## src/rtl/ray_issue_scheduler_pkg.sv

```systemverilog
// Shared types for the ray issue scheduler: FSM state encoding, the light-position
// vector and the fixed coordinate widths.
package ray_issue_scheduler_pkg;

    // Scheduler FSM states
    typedef enum logic [1:0] {
        StIdle,
        StLatch,
        StIssue,
        StDrain
    } sched_state_t;

    // Light position, three Q8.24 components
    typedef struct packed {
        logic [31:0] x;
        logic [31:0] y;
        logic [31:0] z;
    } vec3_t;

    localparam int unsigned XW          = 10;
    localparam int unsigned YW          = 9;
    localparam int unsigned FrameCntW   = 16;

endpackage

```

## src/rtl/ray_issue_scheduler_raster_counter.sv

```systemverilog
// Raster x/y counter: walks (0,0)..(SCREEN_W-1,SCREEN_H-1) one step per advance,
// wrapping back to (0,0) after the last pixel. Synchronous clear restarts the frame.
module ray_issue_scheduler_raster_counter
    import ray_issue_scheduler_pkg::*;
#(
    parameter int unsigned SCREEN_W = 640,
    parameter int unsigned SCREEN_H = 480
) (
    input  logic          clk_i,
    input  logic          rst_ni,
    input  logic          clear_i,
    input  logic          advance_i,
    output logic [XW-1:0] x_o,
    output logic [YW-1:0] y_o,
    output logic          sof_o,
    output logic          eol_o,
    output logic          last_o
);

    localparam logic [XW-1:0] XLast = XW'(SCREEN_W - 1);
    localparam logic [YW-1:0] YLast = YW'(SCREEN_H - 1);

    logic [XW-1:0] x_q, x_d;
    logic [YW-1:0] y_q, y_d;

    assign eol_o  = (x_q == XLast);
    assign last_o = eol_o && (y_q == YLast);
    assign sof_o  = (x_q == '0) && (y_q == '0);
    assign x_o    = x_q;
    assign y_o    = y_q;

    // Next coordinate: clear wins, otherwise step in raster order
    always_comb begin
        x_d = x_q;
        y_d = y_q;
        if (clear_i) begin
            x_d = '0;
            y_d = '0;
        end else if (advance_i) begin
            if (eol_o) begin
                x_d = '0;
                y_d = last_o ? '0 : y_q + YW'(1);
            end else begin
                x_d = x_q + XW'(1);
            end
        end
    end

    // Coordinate registers
    always_ff @(posedge clk_i or negedge rst_ni) begin
        if (!rst_ni) begin
            x_q <= '0;
            y_q <= '0;
        end else begin
            x_q <= x_d;
            y_q <= y_d;
        end
    end

endmodule

```

## src/rtl/ray_issue_scheduler.sv

```systemverilog
// Ray issue scheduler: issues pixel coordinates into the ray-marcher pipeline under
// credit-based flow control and freezes light/SDF configuration once per frame.
// Optional feature macro: SCHED_FRAME_CNT_EN adds a 16-bit completed-frame counter port.
module ray_issue_scheduler
    import ray_issue_scheduler_pkg::*;
#(
    parameter int unsigned SCREEN_W     = 640,
    parameter int unsigned SCREEN_H     = 480,
    parameter int unsigned MAX_INFLIGHT = 16,
    localparam int unsigned CRED_W      = $clog2(MAX_INFLIGHT + 1)
) (
    input  logic              out_stream_aclk_i,
    input  logic              periph_resetn_i,
    input  logic              enable_i,
    input  vec3_t             cfg_light_pos_i,
    input  logic              cfg_sdf_sel_i,
    output logic [XW-1:0]     issue_x_o,
    output logic [YW-1:0]     issue_y_o,
    output logic              issue_sof_o,
    output logic              issue_eol_o,
    output logic              issue_valid_o,
    input  logic              issue_ready_i,
    output vec3_t             frame_light_pos_o,
    output logic              frame_sdf_sel_o,
    input  logic              retire_i,
    output logic [CRED_W-1:0] inflight_o,
    output logic              busy_o,
    output logic              frame_done_o
`ifdef SCHED_FRAME_CNT_EN
    ,
    output logic [FrameCntW-1:0] frame_count_o
`endif
);

    localparam logic [CRED_W-1:0] MaxCred = CRED_W'(MAX_INFLIGHT);

    sched_state_t      state_q, state_d;
    logic [CRED_W-1:0] inflight_q, inflight_d;
    vec3_t             light_q;
    logic              sdf_q;
    logic              accept;
    logic              retire_eff;
    logic              last_px;
    logic              raster_clear;

    ray_issue_scheduler_raster_counter #(
        .SCREEN_W (SCREEN_W),
        .SCREEN_H (SCREEN_H)
    ) u_raster (
        .clk_i     (out_stream_aclk_i),
        .rst_ni    (periph_resetn_i),
        .clear_i   (raster_clear),
        .advance_i (accept),
        .x_o       (issue_x_o),
        .y_o       (issue_y_o),
        .sof_o     (issue_sof_o),
        .eol_o     (issue_eol_o),
        .last_o    (last_px)
    );

    assign accept     = issue_valid_o & issue_ready_i;
    // A retire with nothing outstanding is dropped so the counter cannot wrap
    assign retire_eff = retire_i && (inflight_q != '0);

    // FSM state register
    always_ff @(posedge out_stream_aclk_i or negedge periph_resetn_i) begin
        if (!periph_resetn_i) begin
            state_q <= StIdle;
        end else begin
            state_q <= state_d;
        end
    end

    // FSM next state; enable is only looked at in idle and at frame end
    always_comb begin
        state_d = state_q;
        unique case (state_q)
            StIdle:  if (enable_i) state_d = StLatch;
            StLatch: state_d = StIssue;
            StIssue: if (accept && last_px) state_d = StDrain;
            StDrain: if (inflight_q == '0) state_d = enable_i ? StLatch : StIdle;
            default: state_d = StIdle;
        endcase
    end

    // FSM outputs; issue_valid depends on registers only, never on issue_ready
    always_comb begin
        issue_valid_o = 1'b0;
        busy_o        = 1'b1;
        frame_done_o  = 1'b0;
        raster_clear  = 1'b0;
        unique case (state_q)
            StIdle:  busy_o = 1'b0;
            StLatch: raster_clear = 1'b1;
            StIssue: issue_valid_o = (inflight_q < MaxCred);
            StDrain: frame_done_o = (inflight_q == '0);
            default: busy_o = 1'b0;
        endcase
    end

    // Credit next state: accept and retire in the same cycle cancel out
    always_comb begin
        inflight_d = inflight_q;
        if (accept && !retire_eff) begin
            inflight_d = inflight_q + CRED_W'(1);
        end else if (!accept && retire_eff) begin
            inflight_d = inflight_q - CRED_W'(1);
        end
    end

    // Credit counter and per-frame configuration snapshot
    always_ff @(posedge out_stream_aclk_i or negedge periph_resetn_i) begin
        if (!periph_resetn_i) begin
            inflight_q <= '0;
            light_q    <= '0;
            sdf_q      <= 1'b0;
        end else begin
            inflight_q <= inflight_d;
            if (state_q == StLatch) begin
                light_q <= cfg_light_pos_i;
                sdf_q   <= cfg_sdf_sel_i;
            end
        end
    end

    assign inflight_o        = inflight_q;
    assign frame_light_pos_o = light_q;
    assign frame_sdf_sel_o   = sdf_q;

`ifdef SCHED_FRAME_CNT_EN
    logic [FrameCntW-1:0] frame_cnt_q;

    // Completed-frame counter, wraps naturally
    always_ff @(posedge out_stream_aclk_i or negedge periph_resetn_i) begin
        if (!periph_resetn_i) begin
            frame_cnt_q <= '0;
        end else if (frame_done_o) begin
            frame_cnt_q <= frame_cnt_q + FrameCntW'(1);
        end
    end

    assign frame_count_o = frame_cnt_q;
`endif

    // A retire with no pixel outstanding indicates a broken downstream handshake
    retire_underflow_a : assert property (
        @(posedge out_stream_aclk_i) disable iff (!periph_resetn_i)
        !(retire_i && (inflight_q == '0))
    );

endmodule
```

## config.mk

```make
export PLATFORM = sky130hd
export DESIGN_NAME = ray_issue_scheduler
export DESIGN_NICKNAME = d
export VERILOG_FILES = /design/src/rtl/ray_issue_scheduler_pkg.sv /design/src/rtl/ray_issue_scheduler_raster_counter.sv /design/src/rtl/ray_issue_scheduler.sv
export SDC_FILE = /design/constraint.sdc
export NUM_CORES = 1
export LEC_CHECK = 0
export ABC_AREA = 1
export CORE_MARGIN = 5
export CORE_UTILIZATION = 40
export DETAILED_ROUTE_END_ITERATION = 8
export PLACE_DENSITY = 0.84
export SYNTH_ARGS = -nofsm -noshare
export SYNTH_HDL_FRONTEND = slang
export SYNTH_SLANG_ARGS = --single-unit
```

## constraint.sdc

```tcl
create_clock -name out_stream_aclk_i -period 4.9 [get_ports out_stream_aclk_i]
set_input_delay 0.98 -clock out_stream_aclk_i [delete_from_list [all_inputs] [get_ports out_stream_aclk_i]]
set_output_delay 0.98 -clock out_stream_aclk_i [all_outputs]
set_load 0.01 [all_outputs]
```

### Word level (Yosys, flattened, before mapping)

Index checks and enable logic that the tools add are counted.

| word-level totals | value |
|---|---|
| register bits | 123 |
| output and inout port bits | 126 |
| word-level logic and storage cells | 58 |

| cells by class | value |
|---|---|
| $add $sub $neg | 4 |
| magnitude comparators | 1 |
| equality and inequality tests | 8 |
| mux-type cells | 18 |
| bitwise logic cells | 1 |
| reductions and logical operators | 18 |

Operator list:

| cell | number |
|---|---|
| two-way mux 9 bit | 4 |
| two-way mux 10 bit | 3 |
| adder 10 x 1 -> 10 bit, second input constant | 1 |
| equality test 10 bit, second input constant | 1 |
| logical NOT 10 bit | 1 |
| two-way mux 5 bit | 2 |
| adder 9 x 1 -> 9 bit, second input constant | 1 |
| equality test 9 bit, second input constant | 1 |
| logical NOT 9 bit | 1 |
| one-hot mux 2 bit (4 select lines) | 1 |
| logical AND 1 bit | 6 |
| two-way mux 2 bit | 3 |
| inequality test 2 bit, second input constant | 3 |
| nonzero test 2 bit | 3 |
| adder 5 x 1 -> 5 bit, second input constant | 1 |
| logical NOT 5 bit | 1 |
| < comparator 5 bit, second input constant | 1 |
| two-way mux 1 bit | 5 |
| nonzero test 5 bit | 1 |
| subtractor 5 x 1 -> 5 bit, second input constant | 1 |
| equality test 2 bit, second input constant | 2 |
| AND reduction 3 bit | 1 |
| equality test 2 x 1 -> 1 bit, second input constant | 1 |
| logical NOT 1 bit | 2 |
| other kinds (3) | 3 |

### Longest topological paths before layout

| depth | value |
|---|---|
| depth after elaboration | 7 |
| mapped depth | 13 |

### By module

Synthesis repeated with hierarchy kept, for this count alone.

| second synthesis, totals | value |
|---|---|
| cells, all modules | 456 |
| area total of the unflattened synthesis | 5555.3 um^2 |

By module, submodules not included:

| module | instances | cells an instance | area an instance (um^2) | sequential area each (um^2) |
|---|---|---|---|---|
| ray_issue_scheduler | 1 | 283 | 4290.4 | 2602.5 |
| ray_issue_scheduler_raster_counter | 1 | 173 | 1265.0 | 475.5 |

### Worst setup path after synthesis

No wires, ideal clock.

| path | value |
|---|---|
| path kind | input port to flip-flop |
| start | input port issue_ready_i |
| end | register inflight_q[4], in the netlist inflight_o[4] |
| setup time | 0.083 ns |
| arrival time | 2.304 ns |
| data required time | 4.817 ns |
| setup slack | 2.513 ns |
| stages | 11 |
| path through | nand3_4 -> inv_1 -> ha_1 -> inv_1 -> fa_1 -> nand2_1 -> nand2_1 -> a21oi_1 -> xor2_1 -> nand2_1 -> o21ai_0 |

| on the way | value |
|---|---|
| word-level cells in the longest chain between the ends | 4 |
| elaborated cells between the ends (all ways) | 6 |

Ends and longest elaborated chain:

| what | RTL line | source |
|---|---|---|
| from (decl) | ray_issue_scheduler.sv:22 | `input logic issue_ready_i,` |
| bitwise AND 1 bit * | ray_issue_scheduler.sv:61 | `assign accept = issue_valid_o & issue_ready_i;` |
| logical NOT 1 bit | ray_issue_scheduler.sv:106 | `end else if (!accept && retire_eff) begin` |
| logical AND 1 bit | ray_issue_scheduler.sv:106 |  |
| nonzero test 2 bit (no line) | -- |  |
| to (signal assigned) | ray_issue_scheduler.sv:118 | `inflight_q <= inflight_d;` |
| to (decl) | ray_issue_scheduler.sv:38 | `logic [CRED_W-1:0] inflight_q, inflight_d;` |

Mark *: on every way between the ends. The rest lies on a longest branch, timed or not.
A chain may end at the register's enable or synchronous reset.

### Worst setup path after layout

| path | value |
|---|---|
| start | register u_raster.x_q[7], in the netlist u_raster.x_o[7] |
| end | output port issue_sof_o |

| on the way | value |
|---|---|
| word-level cells in the longest chain between the ends | 2 |

Ends and longest elaborated chain:

| what | RTL line | source |
|---|---|---|
| from (decl) | ray_issue_scheduler_raster_counter.sv:23 | `logic [XW-1:0] x_q, x_d;` |
| from (signal assigned) | ray_issue_scheduler_raster_counter.sv:52 | `x_q <= '0;` |
| from (signal assigned) | ray_issue_scheduler_raster_counter.sv:55 | `x_q <= x_d;` |
| logical NOT 10 bit | ray_issue_scheduler_raster_counter.sv:28 | `assign sof_o = (x_q == '0) && (y_q == '0);` |
| logical AND 1 bit | ray_issue_scheduler_raster_counter.sv:28 |  |
| to (decl) | ray_issue_scheduler.sv:19 | `output logic issue_sof_o,` |

No other way between the ends.

==> metrics.log <==
[metrics] met3 GRT Util: 6.56%
[metrics] count of final hold-check violations: 0
[metrics] top cells by area in the synthesized netlist: dfrtp_1 57%, nand2_1 25%, ha_1 3.0%, inv_1 2.7%, nor2_1 2.3%
[metrics] met2 track utilization from global routing: 31.7%
[metrics] H-tree depth: 4
[metrics] startpoint of the lowest-slack register-to-register path: state_q[1]
[metrics] number of antenna violations at the first check in global routing: 0
[metrics] post-cts sizing count: 0
[metrics] combined area of the multi-input logic cells: 0.00210 sq mm
[metrics] synthesis warning total: 0
[metrics] synthesized instance count: 663
[metrics] row count: 42
[metrics] CTS clock-pin slew for the worst setup and hold paths: 0.05 ns
[metrics] CTS buffer count: 17
[metrics] Highest Clock Rate: 0.323 GHz
[metrics] clock tree root buffer cell: clkbuf_16
[metrics] first drt pass iteration count: 6
[metrics] net count reported at finish: 1005
[metrics] first-pass GRT wire length: 24.8 mm
[metrics] post-detailed-route via-to-cell ratio: 4.60
[metrics] accumulated negative setup slack: 0 ns
[metrics] Hold WC Path Type: reg -> reg
[metrics] MaxCap Viol Count: 0
[metrics] FF+latch area: 0.00308 sq mm
[metrics] Synth top area share: 56.7%
[metrics] library cells used by synthesis: 27
[metrics] Max Clock Skew: 0.00650 ns
[metrics] actual transition at the worst max-transition pin: 1.11 ns
[metrics] kind of critical path: reg -> out
[metrics] io pins: 228
[metrics] Final Wtd Congestion: 0.863
[metrics] portion of the post-synthesis area used by sequential elements: 56.7%
[metrics] leading post-synthesis cells by instance count: 355 x nand2_1, 123 x dfrtp_1, 39 x inv_1, 33 x nor2_1, 23 x nand3_1
[metrics] effective utilization at floorplan: 40.8%
[metrics] switching part of the total power: 35.3%
[metrics] RSZ-0062 raised after global routing: no
[metrics] Syn Nets: 779
[metrics] dominant cell by count in the synthesized netlist: nand2_1
[metrics] r2r worst-path depth: 9
[metrics] reg2reg setup slack: 2.41 ns
[metrics] Final period util: 63.2%
[metrics] Worst setup EP type: output port
[metrics] count of flip-flops with a built-in enable after synthesis: 0
[metrics] Overall Global Routing Usage: 19.3%
[metrics] Floorplan Core Area: 0.0133 sq mm
[metrics] Switching Power: 1.90 mW
[metrics] count of fill cells added during filler insertion: 1106
[metrics] vias in the first global route: 5024
[metrics] P_leak: 4.12 nW
[metrics] Final setup violation count: 0
[metrics] Critical path origin: u_raster.x_o[7]
[metrics] routing layer with the top usage in global route: met2
[metrics] maximum fanout count along the critical path: 7
[metrics] Syn-to-layout area delta: 55.8%
[metrics] routed vias: 4964
[metrics] CP Capture Point: issue_sof_o
[metrics] Post-route DRC: 0
[metrics] share of power burned in registers: 32.3%
[metrics] worst path required time: 3.92 ns
[metrics] Power Total: 5.37 mW
[metrics] Post-CTS Setup Bufs: 0
[metrics] layout cells sized above 1: 4.88%
[metrics] ant diodes: 0
[metrics] area enclosed by the die boundary: 0.0160 sq mm
[metrics] final HPWL from detailed placement: 10.9 mm
[metrics] kind of start point of the critical path: flop
[metrics] maximum number of pins on one net before global-route repair: 107
[metrics] cts hold-fix bufs: 0
[metrics] data arrival time of the critical path: 2.11 ns
[metrics] Die Y: 127 um
[metrics] gr ovfl total: 0
[metrics] Final Max Tran Viols: 0
[metrics] Antenna Violating Nets Remaining: 0
[metrics] part of the total power dissipated in combinational logic: 43.9%
[metrics] Max-Slew Margin vs Limit: 25.8%
[metrics] Final Critical Period: 3.09 ns
[metrics] IR Drop Worst-Case VDD: 0.410 mV
[metrics] Mapped Avg Cell Area: 8.19 sq um
[metrics] Longest Clk Path Bufs: 2
[metrics] fraction of power consumed by the clock network: 23.8%
[metrics] Internal Dissipation: 3.47 mW
[metrics] CTS sink cnt: 123
[metrics] Die X-Extent: 127 um
[metrics] worst skew pair latency: 0.41 ns
[metrics] prevailing post-synth register cell: dfrtp_1
[metrics] met1 usage in global routing: 23.0%
[metrics] wire length per cell after detailed routing: 14.1 um
[metrics] status: completed
[metrics] Reg-to-Reg End: u_raster.x_o[8]
[metrics] power per standard cell area: 634 mW/mm^2
[metrics] fraction of registers with async set or reset after synthesis: 100%
[metrics] routed wire length: 15.2 mm
[metrics] library cell with the largest summed area after synthesis: dfrtp_1
[metrics] #FFs+latches synth: 123
[metrics] violation count after the first detailed-route iteration: 375
[metrics] area of the mapped netlist: 0.00543 sq mm
[metrics] count of input and output buffers: 227
[metrics] TritonCTS clock tree: done
## placed cells by master, fill, tap and decap left out, types with 3 or more instances in the layout
cell,instances
inv_1,39
xor2_1,5
clkdlybuf4s50_1,226
o21ai_1,4
o21ai_0,6
clkbuf_16,17
nand4_1,8
dfrtp_1,123
nor2_1,33
a21oi_1,9
nor3_1,4
ha_1,12
buf_4,5
nand2_2,4
clkbuf_1,6
bufinv_16,3
clkbuf_8,4
nand3_1,23
nand2_1,355
## worst max-delay path, cell delays in order (launching register included)
cell and delay, ns:
dfrtp_1 0.45, nor2_1 0.29, nand4_1 0.13, nor4_1 0.24, clkdlybuf4s50_1 0.60
## metrics by stage
stage,util [%],hold slack [ns],cells,worst slack [ns],area (sq um)
floorplan,-,0.509,663,2.51,5430
global placement,59.0,0.452,1046,1.91,7850
detailed placement,59.0,0.457,1046,1.84,7850
CTS,63.6,0.470,1078,1.82,8460
global route,63.6,0.489,1078,1.73,8460
finish,63.6,0.466,1078,1.81,8460
## sequential cells by signal, summed over array words and instances (netlist names)
register	count
frame_light_pos_o	96
u_raster.x_o	10
inflight_o	5
u_raster.y_o	9
state_q	2
frame_sdf_sel_o	1
## cells by family after synthesis
family	synth area share [%]
AOI/OAI and AO/OA	2.44
and+or+nand+nor	31.7
adders and majority gates	3.36
xor gates and xnor gates	0.968
buffers and inverters	4.86
DFF	56.7
## per-layer routing
metal	share of wire, %	wire (um)
met2	49	7390
met3	7.7	1170
met4	3.2	482
met1	40	6140
met5	0	0
## worst min path at each step
stage                                startpoint                    end  slack, ns  cells past startpoint
after floorplan            frame_light_pos_o[0]   frame_light_pos_o[0]       0.51                      2
after global placement     frame_light_pos_o[9]   frame_light_pos_o[9]       0.45                      2
after detailed placement   frame_light_pos_o[8]   frame_light_pos_o[8]       0.46                      2
after CTS                  frame_light_pos_o[8]   frame_light_pos_o[8]       0.47                      2
after global routing      frame_light_pos_o[35]  frame_light_pos_o[35]       0.49                      2
final                     frame_light_pos_o[16]  frame_light_pos_o[16]       0.47                      2
## power by group through the flow
stage / clock, mW / combinational (mW) / sequential (mW)
2_1_floorplan: 0 / 0.932 / 1.92
3_3_place_gp: 0 / 2.34 / 1.72
3_5_place_dp: 0 / 2.40 / 1.74
4_1_cts: 1.31 / 2.40 / 1.73
5_1_grt: 1.36 / 2.60 / 1.79
6_report: 1.28 / 2.36 / 1.73
## area by class of cell
cell class                      instances  share of cell area [%]
Clock inverter                          5                    1.26
Sequential cell                       123                    36.4
Timing Repair Buffer                  231                    27.2
Inverter                               40                    1.79
Tap cell                              176                    2.60
Clock buffer                           27                    5.95
Multi-Input combinational cell        476                    24.8
No activity file was read; power rests on OpenSTA's default activity.
